## config.mk

```make
export PLATFORM = sky130hd
export DESIGN_NAME = mfp_ahb_botseq
export DESIGN_NICKNAME = d
export VERILOG_FILES = /design/src/rtl/mfp_ahb_botseq.sv
export SDC_FILE = /design/constraint.sdc
export NUM_CORES = 1
export LEC_CHECK = 0
export ABC_AREA = 1
export BUFFER_PORTS_ARGS = -buffer_cell sky130_fd_sc_hd__clkbuf_2
export CAP_MARGIN = 15
export CORE_MARGIN = 2
export CORE_UTILIZATION = 35
export DETAILED_ROUTE_END_ITERATION = 10
export SETUP_SLACK_MARGIN = 0.05
export SYNTH_ARGS = -nofsm -noshare
export SYNTH_HDL_FRONTEND = slang
export SYNTH_SLANG_ARGS = --single-unit
```

## constraint.sdc

```tcl
create_clock -name HCLK -period 2.1 [get_ports HCLK]
set_clock_uncertainty 0.2 [all_clocks]
set_input_delay 0.21 -clock HCLK [delete_from_list [all_inputs] [get_ports HCLK]]
set_output_delay 0.21 -clock HCLK [all_outputs]
set_load 0.03 [all_outputs]
```

## src/rtl/mfp_ahb_botseq.sv

```systemverilog
// Bot command sequencer: a command FIFO of {ticks, motor} words played out on bot_ctrl,
// one tick per bot update edge. Define MFP_BOTSEQ_WATCHDOG_EN to build the RUN watchdog.
module mfp_ahb_botseq #(
  parameter int DEPTH      = 8,
  parameter int WDT_CYCLES = 50000000
) (
  input  logic                     HCLK,
  input  logic                     HRESETn,
  input  logic                     cmd_we,
  input  logic [15:0]              cmd_wdata,
  input  logic                     flush,
  input  logic                     bot_upd,
  output logic [7:0]               bot_ctrl,
  output logic                     int_ack,
  output logic                     cmd_full,
  output logic                     cmd_empty,
  output logic [$clog2(DEPTH):0]   cmd_count,
  output logic                     busy,
  output logic                     done,
  output logic                     ovf,
  output logic                     wdt_err
);

  localparam int AW = $clog2(DEPTH);
  localparam logic [AW:0] FULL_CNT = (AW+1)'(DEPTH);

  if (DEPTH < 2 || DEPTH > 16 || (DEPTH & (DEPTH - 1)) != 0 || WDT_CYCLES < 1) begin : g_bad_cfg
    $error("mfp_ahb_botseq: unsupported DEPTH/WDT_CYCLES");
  end

  typedef enum logic {IDLE, RUN} state_t;

  state_t        state;
  logic [15:0]   mem [DEPTH];
  logic [AW-1:0] wr_ptr, rd_ptr;
  logic [7:0]    tick;
  logic [15:0]   head;
  logic          upd_edge, wr, pop, fin, abort, wdt_trip;

  // int_ack doubles as the previous-cycle copy of bot_upd for edge detection
  assign upd_edge  = bot_upd & ~int_ack;
  assign head      = mem[rd_ptr];
  assign cmd_full  = (cmd_count == FULL_CNT);
  assign cmd_empty = (cmd_count == '0);
  assign busy      = (state == RUN);
  assign abort     = flush | wdt_trip;
  assign wr        = cmd_we & ~cmd_full & ~abort;

  // A command slot frees up in IDLE, while skipping 0-tick entries (tick == 0 in RUN),
  // or when the last tick of the current command is consumed.
  logic slot_free;
  assign slot_free = (state == IDLE) || (tick == 8'd0) || (upd_edge && tick == 8'd1);
  assign pop       = !abort && !cmd_empty && slot_free;
  assign fin       = !abort && busy && cmd_empty && slot_free;

`ifdef MFP_BOTSEQ_WATCHDOG_EN
  logic [31:0] wdt_cnt;

  assign wdt_trip = busy && !upd_edge && (wdt_cnt == 32'(WDT_CYCLES - 1));

  always_ff @(posedge HCLK or negedge HRESETn) begin
    if (!HRESETn) begin
      wdt_cnt <= '0;
      wdt_err <= 1'b0;
    end else begin
      if (!busy || upd_edge || wdt_trip) wdt_cnt <= '0;
      else                               wdt_cnt <= wdt_cnt + 32'd1;
      if (flush)         wdt_err <= 1'b0;
      else if (wdt_trip) wdt_err <= 1'b1;
    end
  end
`else
  assign wdt_trip = 1'b0;
  assign wdt_err  = 1'b0;
`endif

  // Storage is not reset; it is only read when cmd_count is nonzero
  always_ff @(posedge HCLK) begin
    if (wr) mem[wr_ptr] <= cmd_wdata;
  end

  always_ff @(posedge HCLK or negedge HRESETn) begin
    if (!HRESETn) begin
      state     <= IDLE;
      bot_ctrl  <= '0;
      tick      <= '0;
      int_ack   <= 1'b0;
      done      <= 1'b0;
      ovf       <= 1'b0;
      wr_ptr    <= '0;
      rd_ptr    <= '0;
      cmd_count <= '0;
    end else begin
      int_ack <= bot_upd;
      done    <= 1'b0;
      if (abort) begin
        state     <= IDLE;
        bot_ctrl  <= '0;
        tick      <= '0;
        ovf       <= 1'b0;
        wr_ptr    <= '0;
        rd_ptr    <= '0;
        cmd_count <= '0;
      end else begin
        if (cmd_we && cmd_full) ovf <= 1'b1;
        if (wr)  wr_ptr <= wr_ptr + 1'b1;
        if (pop) begin
          rd_ptr <= rd_ptr + 1'b1;
          tick   <= head[15:8];
          if (head[15:8] != 8'd0) begin
            bot_ctrl <= head[7:0];
            state    <= RUN;
          end
        end else if (fin) begin
          bot_ctrl <= '0;
          tick     <= '0;
          state    <= IDLE;
          done     <= 1'b1;
        end else if (busy && upd_edge && tick > 8'd1) begin
          tick <= tick - 8'd1;
        end
        case ({wr, pop})
          2'b10:   cmd_count <= cmd_count + 1'b1;
          2'b01:   cmd_count <= cmd_count - 1'b1;
          default: cmd_count <= cmd_count;
        endcase
      end
    end
  end

endmodule
```

[Word level (Yosys, flattened, before mapping)]
Memory sizes are Yosys's and may differ from the RTL's.
Index checks and enable logic that the tools add are counted.
Cells by class
  muxes and demuxes: 25
  magnitude comparators: 1
  bitwise operators: 7
  eq/ne operators: 5
  reduce and logical (&&, ||, !) cells: 23
  add/subtract/negate cells: 5
Operators by type and width (number)
  8-bit two-way mux: 8
  3-bit two-way mux: 4
  1-bit two-way mux: 11
  1-bit logical AND: 9
  8-bit by 1-bit equality test with 1-bit output, second input constant: 1
  8-bit by 1-bit > comparator with 1-bit output, second input constant: 1
  8-bit logical NOT: 1
  4-bit case mux with 2 select lines: 1
  8-bit nonzero test: 1
  8-bit by 1-bit subtractor with 8-bit output, second input constant: 1
  3-bit by 1-bit adder with 3-bit output, second input constant: 2
  2-bit nonzero test: 3
  3-bit nonzero test: 2
  4-bit by 1-bit adder with 4-bit output, second input constant: 1
  4-bit equality test, second input constant: 1
  4-bit logical NOT: 1
  4-bit two-way mux: 1
  1-bit inverter: 4
  4-bit nonzero test: 1
  4-bit by 1-bit subtractor with 4-bit output, second input constant: 1
  1-bit AND: 3
  3-bit by 2-bit != test with 1-bit output, second input constant: 1
  2-bit by 1-bit equality test with 1-bit output, second input constant: 1
  2-bit equality test, second input constant: 1
  other kinds (3): 5
Word-level totals
  input bits: 21
  memory bits (writable): 128
  memories: 1
  flip-flop bits (word level): 30
  word-level logic and storage cells: 76
Memories
  mem: words 8, width 16, rd ports 1, clocked after Yosys merged registers in 0, write ports 1, line 34  | logic [15:0] mem [DEPTH];

[Depth between registers and ports, before layout]
Gate-level depths: netlist of run 1.
  word-level depth: 8
  mapped depth: 16
  mapped depth without buffers: 16

[Worst setup path before layout of run 1]
Ideal clock, no wire load.
  kind: flip-flop to flip-flop
  start point: reg cmd_count[0]
  end point: mem mem[0][0] (enable)
  setup slack: -318 ps
  library setup time: 388 ps
  cell stages (with the launch flop): 7
  arrival: 1830 ps
  clock period less this slack: 2418 ps
  data required time: 1512 ps
  cells stage by stage: dfrtp_1 nor2_1 nand3_1 nand3_1 inv_1 nand2_1 nor2_1
On the way
  cells in the longest elaborated chain, start to end: 6
RTL lines
  from (decl): line 17  | output logic [$clog2(DEPTH):0] cmd_count,
  from (signal assigned): line 123  | 2'b10: cmd_count <= cmd_count + 1'b1;
  from (signal assigned): line 124  | 2'b01: cmd_count <= cmd_count - 1'b1;
  from (signal assigned): line 125  | default: cmd_count <= cmd_count;
  4-bit equality test: line 43  | assign cmd_full = (cmd_count == FULL_CNT);
  1-bit inverter: line 47  | assign wr = cmd_we & ~cmd_full & ~abort;
  1-bit AND (2 in series): line 47
  1-bit two-way mux: line 79  | if (wr) mem[wr_ptr] <= cmd_wdata;
  1-bit two-way mux (implied by the code): line 79
  to (decl): line 34
No other way between the ends.

[Worst setup path after layout of run 1]
  start point: reg tick[0]
  end point: reg cmd_count[3]
On the way
  cells in the longest elaborated chain, start to end: 7
RTL lines
  from (decl): line 36  | logic [7:0] tick;
  from (signal assigned): line 109  | tick <= head[15:8];
  from (signal assigned): line 120  | tick <= tick - 8'd1;
  8-bit by 1-bit equality test with 1-bit output / 8-bit logical NOT (equally long branches): line 52  | assign slot_free = (state == IDLE) || (tick == 8'd0) || (upd_edge && tick == 8'd1);
  1-bit logical AND / 1-bit logical OR (equally long branches): line 52
  1-bit logical OR (*): line 52
  1-bit logical AND (*): line 53  | assign pop = !abort && !cmd_empty && slot_free;
  2-bit by 1-bit equality test with 1-bit output / 2-bit equality test (equally long branches): line 122  | case ({wr, pop})
  4-bit case mux with 2 select lines: line 122
  4-bit two-way mux: line 96  | if (abort) begin
Mark *: on every way between the ends. The rest lies on a longest branch, timed or not.
A chain may end at the register's enable or synchronous reset.

==> metrics.csv, run 1 <==
metric;value;unit
post_dp_cell_area;7697;um2
clk_path_buf_depth;2;
tritoncts;yes;
worst_pin_slew;0.7710;ns
endpoint_kind;flip-flop;
synthesis.area;6869;um2
synth.ff_latch_count;158;
outcome;finished with violations;
clk_pin_slew_worst_paths;0.07;ns
crit_path_start_kind;flip-flop;
finalSetupViolCount;16;
hold-worst-slack;0.02005;ns
grt_pass1_vias;4503;
design_area;9072;um2
drt_iter0_drc;437;
fraction_of_final_layout_cells_sized_beyond_drive_strength_1;33.93;%
top_level_ports;40;
detail-route-antenna-nets;0;
final_core_util;46.92;%
ir_worst_vdd;0.0007509;V
startpoint_to_endpoint_class_of_the_critical_path;reg -> reg;
yosysWarningCount;0;
worst_case_reg_to_reg_path_depth;16;
die_w;144.1;um
root_buffer;sky130_fd_sc_hd__clkbuf_16;
slew_limit_headroom;48.60;%
drv_cap;0;
gp_congestion;0.8226;
route.final.wire_length;16480;um
violations_in_the_final_reports;setup timing;
post_synth_num_cell_types;38;
die_area;20760;um2
mappedNetlistNets;620;
timing.critical_path.required;2.22;ns
start_util;35.53;%
core;19330;um2
max_stage_delay;0.40;ns
layout_worst_path_cycle_share;104.2;%
port_buffers;38;
viasPerCell;4.979;
worstSkewPairLatency;0.42;ns
netlist_instances;592;
critical_path.cell_chain;inv_2 > ha_4 > nand2_2 > nor2_2 > nor2_2 > nand2_4 > nand3_4 > inv_2 > ha_4 > inv_4 > nor2_2 > nor2_2 > nand2_1 > nand2_1 > nand3_1 > nand2_1;
first_pass_detailed_route_iteration_total;5;
fp.dieH;144.1;um
synth.avg_cell_area;11.60;um2
worst_slack;-0.08721;ns
final.min_clock_period;2.187;ns
slowest_stage;sky130_fd_sc_hd__dfrtp_1;
critPathArrivalTime;2.30;ns
grt_overflow;0;
cts_buffers;17;
drc;0;
cellLeakagePower;3.480;nW
critical_path_peak_fanout;4;
final_nets;737;
rows;51;
initial_antenna_violation_count;1;
cts-htree-levels;4;
timing.hold.worst.class;in -> reg;
power.total;11.41;mW
number_of_clock_sinks;158;
rsz0062_at_grt;true;
hold-path-cell-count;3;
area_growth_syn_to_layout;32.08;%
path_common_cell;sky130_fd_sc_hd__nor2_2;
filler_cell_count;1678;
place_hpwl;9290;um
grt_pass1_wl;24290;um
timing.final.hold_violations;0;
groute.usage.overall;15.53;%
synth-seq-area-share;66.89;%
maximum_number_of_pins_on_one_net_before_global_route_repair;41;
timing.final.max_slew_violations;0;
via_count;4919;
powerDensity;1258;nW/um2
drt-wirelength-per-cell;16.68;um
max_clock_freq;0.4572;GHz
==> registers in the layout, indices dropped and copies added, names as in the netlist <==
name and count:
mem 128, bot_ctrl 8, busy 1, rd_ptr 3, tick 8, done 1, wr_ptr 3, cmd_count 4
int_ack 1, ovf 1
==> logic make-up after synthesis <==
logic type	share of synthesized area, %
DFF	66.89
adders and majority gates	1.275
buffers and inverters	4.882
other	0.05459
xor gates and xnor gates	0.8925
AOI/OAI and AO/OA	11.49
and+or+nand+nor	14.52
==> worst max-delay path: cells and delay by family (launching register included) <==
| family | cells | cell delay [ns] |
|---|---|---|
| adders and majority gates | 2 | 0.44 |
| DFF | 1 | 0.40 |
| buffers and inverters | 3 | 0.16 |
| and+or+nand+nor | 11 | 0.89 |
==> layout make-up <==
cell class | count | area (um2) | area share, %
diodes | 1 | 2.502 | 0.02758
clock buffers | 17 | 425.4 | 4.689
clock inverters | 15 | 180.2 | 1.986
inverters | 40 | 170.2 | 1.876
multi-input cells | 369 | 2227 | 24.55
flip-flops and latches | 158 | 4601 | 50.71
well taps | 265 | 331.6 | 3.655
repair buffers | 122 | 1129 | 12.44
repair inverters | 1 | 6.256 | 0.06896
==> per-layer routing <==
layer | share of wire, % | vias up | track usage [%]
met3 | 5.1 | 39 | 3.212
li1 | - | 2325 | -
met5 | 0 | - | 0
met4 | 2.6 | 0 | 6.140
met2 | 49 | 166 | 25.76
met1 | 43 | 2389 | 19.99
==> placed cells by master, fill, tap and decap left out, drive strengths merged <==
| cell type | count |
|---|---|
| edfxtp | 128 |
| nor2 | 113 |
| o21ai | 95 |
| nand2 | 72 |
| buf | 62 |
| clkbuf | 57 |
| inv | 44 |
| dfrtp | 30 |
| nand3 | 28 |
| dlygate4sd3 | 20 |
| o22ai | 14 |
| clkinv | 10 |
| o221ai | 8 |
| o211ai | 8 |
| a21oi | 7 |
| ha | 7 |
| xor2 | 6 |
| nand4 | 3 |
| o21a | 3 |
| nor3 | 2 |
| bufinv | 2 |
| diode | 1 |
| xnor2 | 1 |
| nand3b | 1 |
| conb | 1 |
==> cells in the mapped netlist <==
| library cell | number | area (um2) |
|---|---|---|
| sky130_fd_sc_hd__dfrtp_1 | 30 | 750.7 |
| sky130_fd_sc_hd__clkbuf_2 | 1 | 5.000 |
| sky130_fd_sc_hd__nand3b_1 | 1 | 7.510 |
| sky130_fd_sc_hd__nand2_2 | 11 | 68.82 |
| sky130_fd_sc_hd__xor2_1 | 6 | 52.55 |
| sky130_fd_sc_hd__inv_2 | 3 | 11.26 |
| sky130_fd_sc_hd__nor2_4 | 4 | 45.04 |
| sky130_fd_sc_hd__nor2_1 | 103 | 386.6 |
| sky130_fd_sc_hd__o22ai_1 | 14 | 87.58 |
| sky130_fd_sc_hd__o21ai_0 | 63 | 315.3 |
| sky130_fd_sc_hd__o211ai_2 | 1 | 12.51 |
| sky130_fd_sc_hd__xnor2_1 | 1 | 8.760 |
| sky130_fd_sc_hd__edfxtp_1 | 128 | 3844 |
| sky130_fd_sc_hd__nand3_2 | 2 | 20.02 |
| sky130_fd_sc_hd__a21oi_2 | 1 | 8.760 |
| sky130_fd_sc_hd__clkbuf_4 | 1 | 7.510 |
| sky130_fd_sc_hd__o211ai_1 | 7 | 52.55 |
| sky130_fd_sc_hd__clkbuf_1 | 7 | 26.28 |
| sky130_fd_sc_hd__clkinv_2 | 1 | 5.000 |
| sky130_fd_sc_hd__nand3_4 | 1 | 17.52 |
| sky130_fd_sc_hd__conb_1 | 1 | 3.750 |
| sky130_fd_sc_hd__nand4_1 | 3 | 18.77 |
| sky130_fd_sc_hd__buf_6 | 8 | 90.09 |
| sky130_fd_sc_hd__o221ai_1 | 8 | 70.07 |
| sky130_fd_sc_hd__nand2_4 | 3 | 33.78 |
| sky130_fd_sc_hd__buf_4 | 2 | 15.01 |
| sky130_fd_sc_hd__nor3_1 | 2 | 10.01 |
| sky130_fd_sc_hd__o21ai_2 | 8 | 70.07 |
| sky130_fd_sc_hd__nor2_2 | 6 | 37.54 |
| sky130_fd_sc_hd__a21oi_1 | 6 | 30.03 |
| sky130_fd_sc_hd__buf_2 | 8 | 40.04 |
| sky130_fd_sc_hd__o21ai_1 | 24 | 120.1 |
| sky130_fd_sc_hd__inv_1 | 36 | 135.1 |
| sky130_fd_sc_hd__nand3_1 | 25 | 125.1 |
| sky130_fd_sc_hd__nand2_1 | 55 | 206.5 |
| sky130_fd_sc_hd__ha_1 | 7 | 87.58 |
| sky130_fd_sc_hd__o21a_1 | 3 | 22.52 |
| sky130_fd_sc_hd__nand2_8 | 1 | 20.02 |
==> path summary, 6_finish.rpt <==
check / startpoint / slack [ns] / end
min: flush / 0.02 / rd_ptr[2]$_DFFE_PN0P_
max: tick[0]$_DFFE_PN0P_ / -0.09 / cmd_count[3]$_DFFE_PN0P_
max in group asynchronous: HRESETn / 0.96 / rd_ptr[0]$_DFFE_PN0P_
max reg2reg: tick[0]$_DFFE_PN0P_ / -0.09 / cmd_count[3]$_DFFE_PN0P_
min in group asynchronous: HRESETn / 0.19 / cmd_count[1]$_DFFE_PN0P_
min reg2reg: bot_ctrl[1]$_DFFE_PN0P_ / 0.28 / bot_ctrl[1]$_DFFE_PN0P_
==> per-stage QoR <==
step	std cells	worst slack [ns]	setup TNS, ns
CTS	972	-0.04450	-0.09584
finish	988	-0.08721	-0.8231
detailed placement	906	-0.2178	-0.2507
global placement	906	0.01764	0
floorplan	592	0.03417	0
global route	988	-0.2037	-2.606
==> repair_timing <==
item	CTS	global route
setup buffers	11	12
hold buffers	20	0
gates cloned	3	4
endpoints found under the hold margin	163	0
pin swaps	24	45
resized for setup	25	56
endpoints found under the setup margin	11	22
==> where the power goes <==
part	switching, mW	internal [mW]
logic	2.62	1.77
registers	0.225	3.67
clock network	1.32	1.80
total	4.17	7.25
No activity file was read; power rests on OpenSTA's default activity.
==> inputs of run 2 (changes only) <==
--- a/config.mk
+++ b/config.mk
@@ -9,8 +9,9 @@
 export BUFFER_PORTS_ARGS = -buffer_cell sky130_fd_sc_hd__clkbuf_2
 export CAP_MARGIN = 15
 export CORE_MARGIN = 2
-export CORE_UTILIZATION = 35
+export CORE_UTILIZATION = 53
 export DETAILED_ROUTE_END_ITERATION = 10
+export PLACE_DENSITY = 0.71
 export SETUP_SLACK_MARGIN = 0.05
 export SYNTH_ARGS = -nofsm -noshare
 export SYNTH_HDL_FRONTEND = slang
==> constraint.sdc (replaced) <==
create_clock -name HCLK -period 2.4 [get_ports HCLK]
set_clock_uncertainty 0.2 [all_clocks]
set_input_delay 0.24 -clock HCLK [delete_from_list [all_inputs] [get_ports HCLK]]
set_output_delay 0.24 -clock HCLK [all_outputs]
set_load 0.03 [all_outputs]
==> run 2 against run 1 <==
  * The run now ends clean
  * Setup slack better by 0.28 ns
  * Sequential share of layout area is 5.8 points higher
  * Die area is 33% lower
  * First-iteration DRC count is 5.7% higher
  * Total power is 24% lower
  * Utilization is 18 points higher
  * Design area is 10% lower
  * Wire length is 9.6% lower
  * Non-clock buffer count is 34 lower
  * Largest power group is now sequential cells
  * Highest routed layer unchanged
==> metrics.csv, run 2 (synthesized netlist as in run 1, its figures left out) <==
metric;value;unit;change
port_buffers;38;;unchanged
fp.dieH;117.8;um;-18%
via_count;4700;;-4.5%
seq_power_share;39.1;%;+4.9 points
routed-wl-met2;7507;um;-6.9%
drc;0;;unchanged
start_util;54.43;%;+19 points
critPathArrivalTime;2.30;ns;about the same
worst_pin_slew;0.7520;ns;-0.01901 ns
root_buffer;sky130_fd_sc_hd__clkbuf_16;;
combPwrFrac;32.9;%;-5.6 points
first_pass_detailed_route_iteration_total;4;;-1
grt_overflow;0;;unchanged
most_common_cell_after_layout_fill_and_taps_aside;sky130_fd_sc_hd__edfxtp_1;;
power.total;8.723;mW;-24%
clk_path_buf_depth;2;;unchanged
tritoncts;yes;;
post_dp_cell_area;7316;um2;-5.0%
drt-wirelength-per-cell;17.37;um;+4.2%
startpoint_to_endpoint_class_of_the_critical_path;reg -> reg;;
route.final.wire_length;14890;um;-9.6%
tns;0;ns;+0.8231 ns
grt_pass1_wl;23900;um;-1.6%
drt_iter0_drc;462;;+5.7%
rows;41;;-20%
cts-htree-levels;4;;unchanged
number_of_clock_sinks;158;;unchanged
power.net_switching;3.138;mW;-25%
drv_cap;0;;unchanged
timing.final.hold_violations;0;;unchanged
initial_antenna_violation_count;0;;-1
timing.critical_path.required;2.49;ns;+0.27 ns
placed_cells_incl_taps;800;;-12%
final.min_clock_period;2.204;ns;+0.01709 ns
groute.usage.overall;22.54;%;+7.0 points
final_nets;700;;-5.0%
slew_limit_headroom;49.87;%;+1.3 points
cellLeakagePower;3.139;nW;-9.8%
rsz0062_at_grt;true;;
top_level_ports;40;;unchanged
gp_congestion;0.8657;;+5.2%
final_core_util;64.45;%;+18 points
max_stage_delay;0.39;ns;about the same
crit_path_start_kind;flip-flop;;
place_hpwl;9196;um;-1.0%
finalSetupViolCount;0;;-16
slowest_stage;sky130_fd_sc_hd__dfrtp_1;;
met3_wirelength;731;um;-13%
outcome;completed;;
timing.final.max_slew_violations;0;;unchanged
clock_power_share;27.9;%;+0.5 points
largest_reg_flops;128;;unchanged
die_w;117.8;um;-18%
cell_internal_pwr;5.585;mW;-23%
area_growth_syn_to_layout;18.40;%;
timing.hold.worst.class;in -> reg;;
detail-route-antenna-nets;0;;unchanged
non_filler_cells_final;857;;-13%
detail_route.wirelength.met1;6367;um;-11%
max_clock_freq;0.4537;GHz;-0.78%
critical_path.cell_chain;inv_2 > ha_4 > inv_1 > nor2_1 > nand3_1 > nand2_4 > nand4_1 > nand2_1 > inv_1 > ha_2 > inv_2 > nand2_2 > xor2_1 > o22ai_1;;
worstSkewPairLatency;0.42;ns;about the same
powerDensity;1073;nW/um2;-15%
layout_common_cells;sky130_fd_sc_hd__edfxtp_1, sky130_fd_sc_hd__nor2_1, sky130_fd_sc_hd__o21ai_0, sky130_fd_sc_hd__nand2_1, sky130_fd_sc_hd__clkbuf_2;;
design_area;8133;um2;-10%
regMostFlops;mem;;
clk_pin_slew_worst_paths;0.06;ns;about the same
endpoint_kind;flip-flop;;
cts_buffers;17;;unchanged
top_registers;mem (128), bot_ctrl (8), tick (8);;
ir_worst_vdd;0.0004672;V;-38%
grt_pass1_vias;4484;;-0.42%
maximum_number_of_pins_on_one_net_before_global_route_repair;53;;+29%
viasPerCell;5.484;;+10%
critical_path_peak_fanout;4;;unchanged
r2r_slack;0.20;ns;+0.28 ns
switching_share_of_power;35.98;%;-0.53 points
antenna_cells_inserted;0;;-1
layout_worst_path_cycle_share;91.85;%;-12 points
die_area;13890;um2;-33%
fraction_of_final_layout_cells_sized_beyond_drive_strength_1;21.61;%;-12 points
topRoutingLayerUsed;met4;;
core;12620;um2;-35%
run 2: changes by cell type in the layout (fill, tap and decap cells not counted), moves of 6 or more:
| cell | previous run | this run |
|---|---|---|
| sky130_fd_sc_hd__buf_12 | 13 | 3 |
| sky130_fd_sc_hd__nand2_2 | 20 | 13 |
| sky130_fd_sc_hd__buf_4 | 41 | 27 |
| sky130_fd_sc_hd__nand3_2 | 9 | 2 |
| sky130_fd_sc_hd__o22ai_1 | 6 | 14 |
| sky130_fd_sc_hd__nand2_1 | 47 | 53 |
| sky130_fd_sc_hd__o22ai_2 | 8 | 0 |
| sky130_fd_sc_hd__buf_6 | 6 | 0 |
| sky130_fd_sc_hd__nand3_1 | 17 | 24 |
| sky130_fd_sc_hd__clkinv_1 | 0 | 7 |
| sky130_fd_sc_hd__o21ai_0 | 52 | 63 |
| sky130_fd_sc_hd__nor2_1 | 83 | 102 |
| sky130_fd_sc_hd__nor2_2 | 21 | 7 |
run 2: per-layer routing:
layer | GRT usage [%] | vias up
met2 | 36.77 | 128
li1 | - | 2244
met5 | 0 | -
met1 | 30.21 | 2305
met3 | 4.360 | 23
met4 | 8.434 | 0
run 2: final timing paths:
check / from / endpoint / depth (start not counted)
max: tick[1]$_DFFE_PN0P_ / cmd_count[2]$_DFFE_PN0P_ / 14
min: flush / rd_ptr[2]$_DFFE_PN0P_ / 3
max reg2reg: tick[1]$_DFFE_PN0P_ / cmd_count[2]$_DFFE_PN0P_ / 14
min reg2reg: bot_ctrl[2]$_DFFE_PN0P_ / bot_ctrl[2]$_DFFE_PN0P_ / 2
max in group asynchronous: HRESETn / tick[0]$_DFFE_PN0P_ / 2
min in group asynchronous: HRESETn / cmd_count[3]$_DFFE_PN0P_ / 2
run 2: power by group through the flow:
stage / Combinational (mW) / Sequential (mW) / Clock [mW]
5_1_grt: 3.18 / 3.45 / 2.59
3_5_place_dp: 2.72 / 3.46 / 0
4_1_cts: 2.78 / 3.41 / 2.46
3_3_place_gp: 2.64 / 3.45 / 0
6_report: 2.87 / 3.41 / 2.43
2_1_floorplan: 1.84 / 3.61 / 0
run 2: stage by stage:
stage | setup slack [ns] | hold WS [ns]
final | 0.1957 | 0.03610
after global routing | 0.02361 | 0.05487
after CTS | 0.08783 | 0.009793
after detailed placement | 0.04268 | 0.1447
after global placement | 0.1546 | 0.1317
after floorplan | -0.01792 | -0.2556
run 2: final cells by class:
| cell class | count | area (um2) |
|---|---|---|
| sequential | 158 | 4596 |
| fill | 967 | 4487 |
| multi-input combinational | 367 | 1987 |
| timing repair buffer | 88 | 653.1 |
| clock buffer | 18 | 429.2 |
| tap | 172 | 215.2 |
| inverter | 40 | 151.4 |
| clock inverter | 14 | 101.3 |
run 2: repair_timing:
item | in CTS | in global routing
setup buffers | 0 | 5
pin swaps | 0 | 12
gates resized for setup | 1 | 15
hold buffers | 20 | 0
setup endpoints to repair | 1 | 3
endpoints found under the hold margin | 161 | 0
run 2: critical path: cells and delay by family (launching register included):
| kind | cells | cell delay (ns) |
|---|---|---|
| AND/OR/NAND/NOR | 6 | 0.64 |
| flip-flops | 1 | 0.39 |
| adder cells (fa/ha/maj) | 2 | 0.31 |
| buffers and inverters | 4 | 0.24 |
| XOR/XNOR | 1 | 0.18 |
| AO/OA/AOI/OAI | 1 | 0.12 |
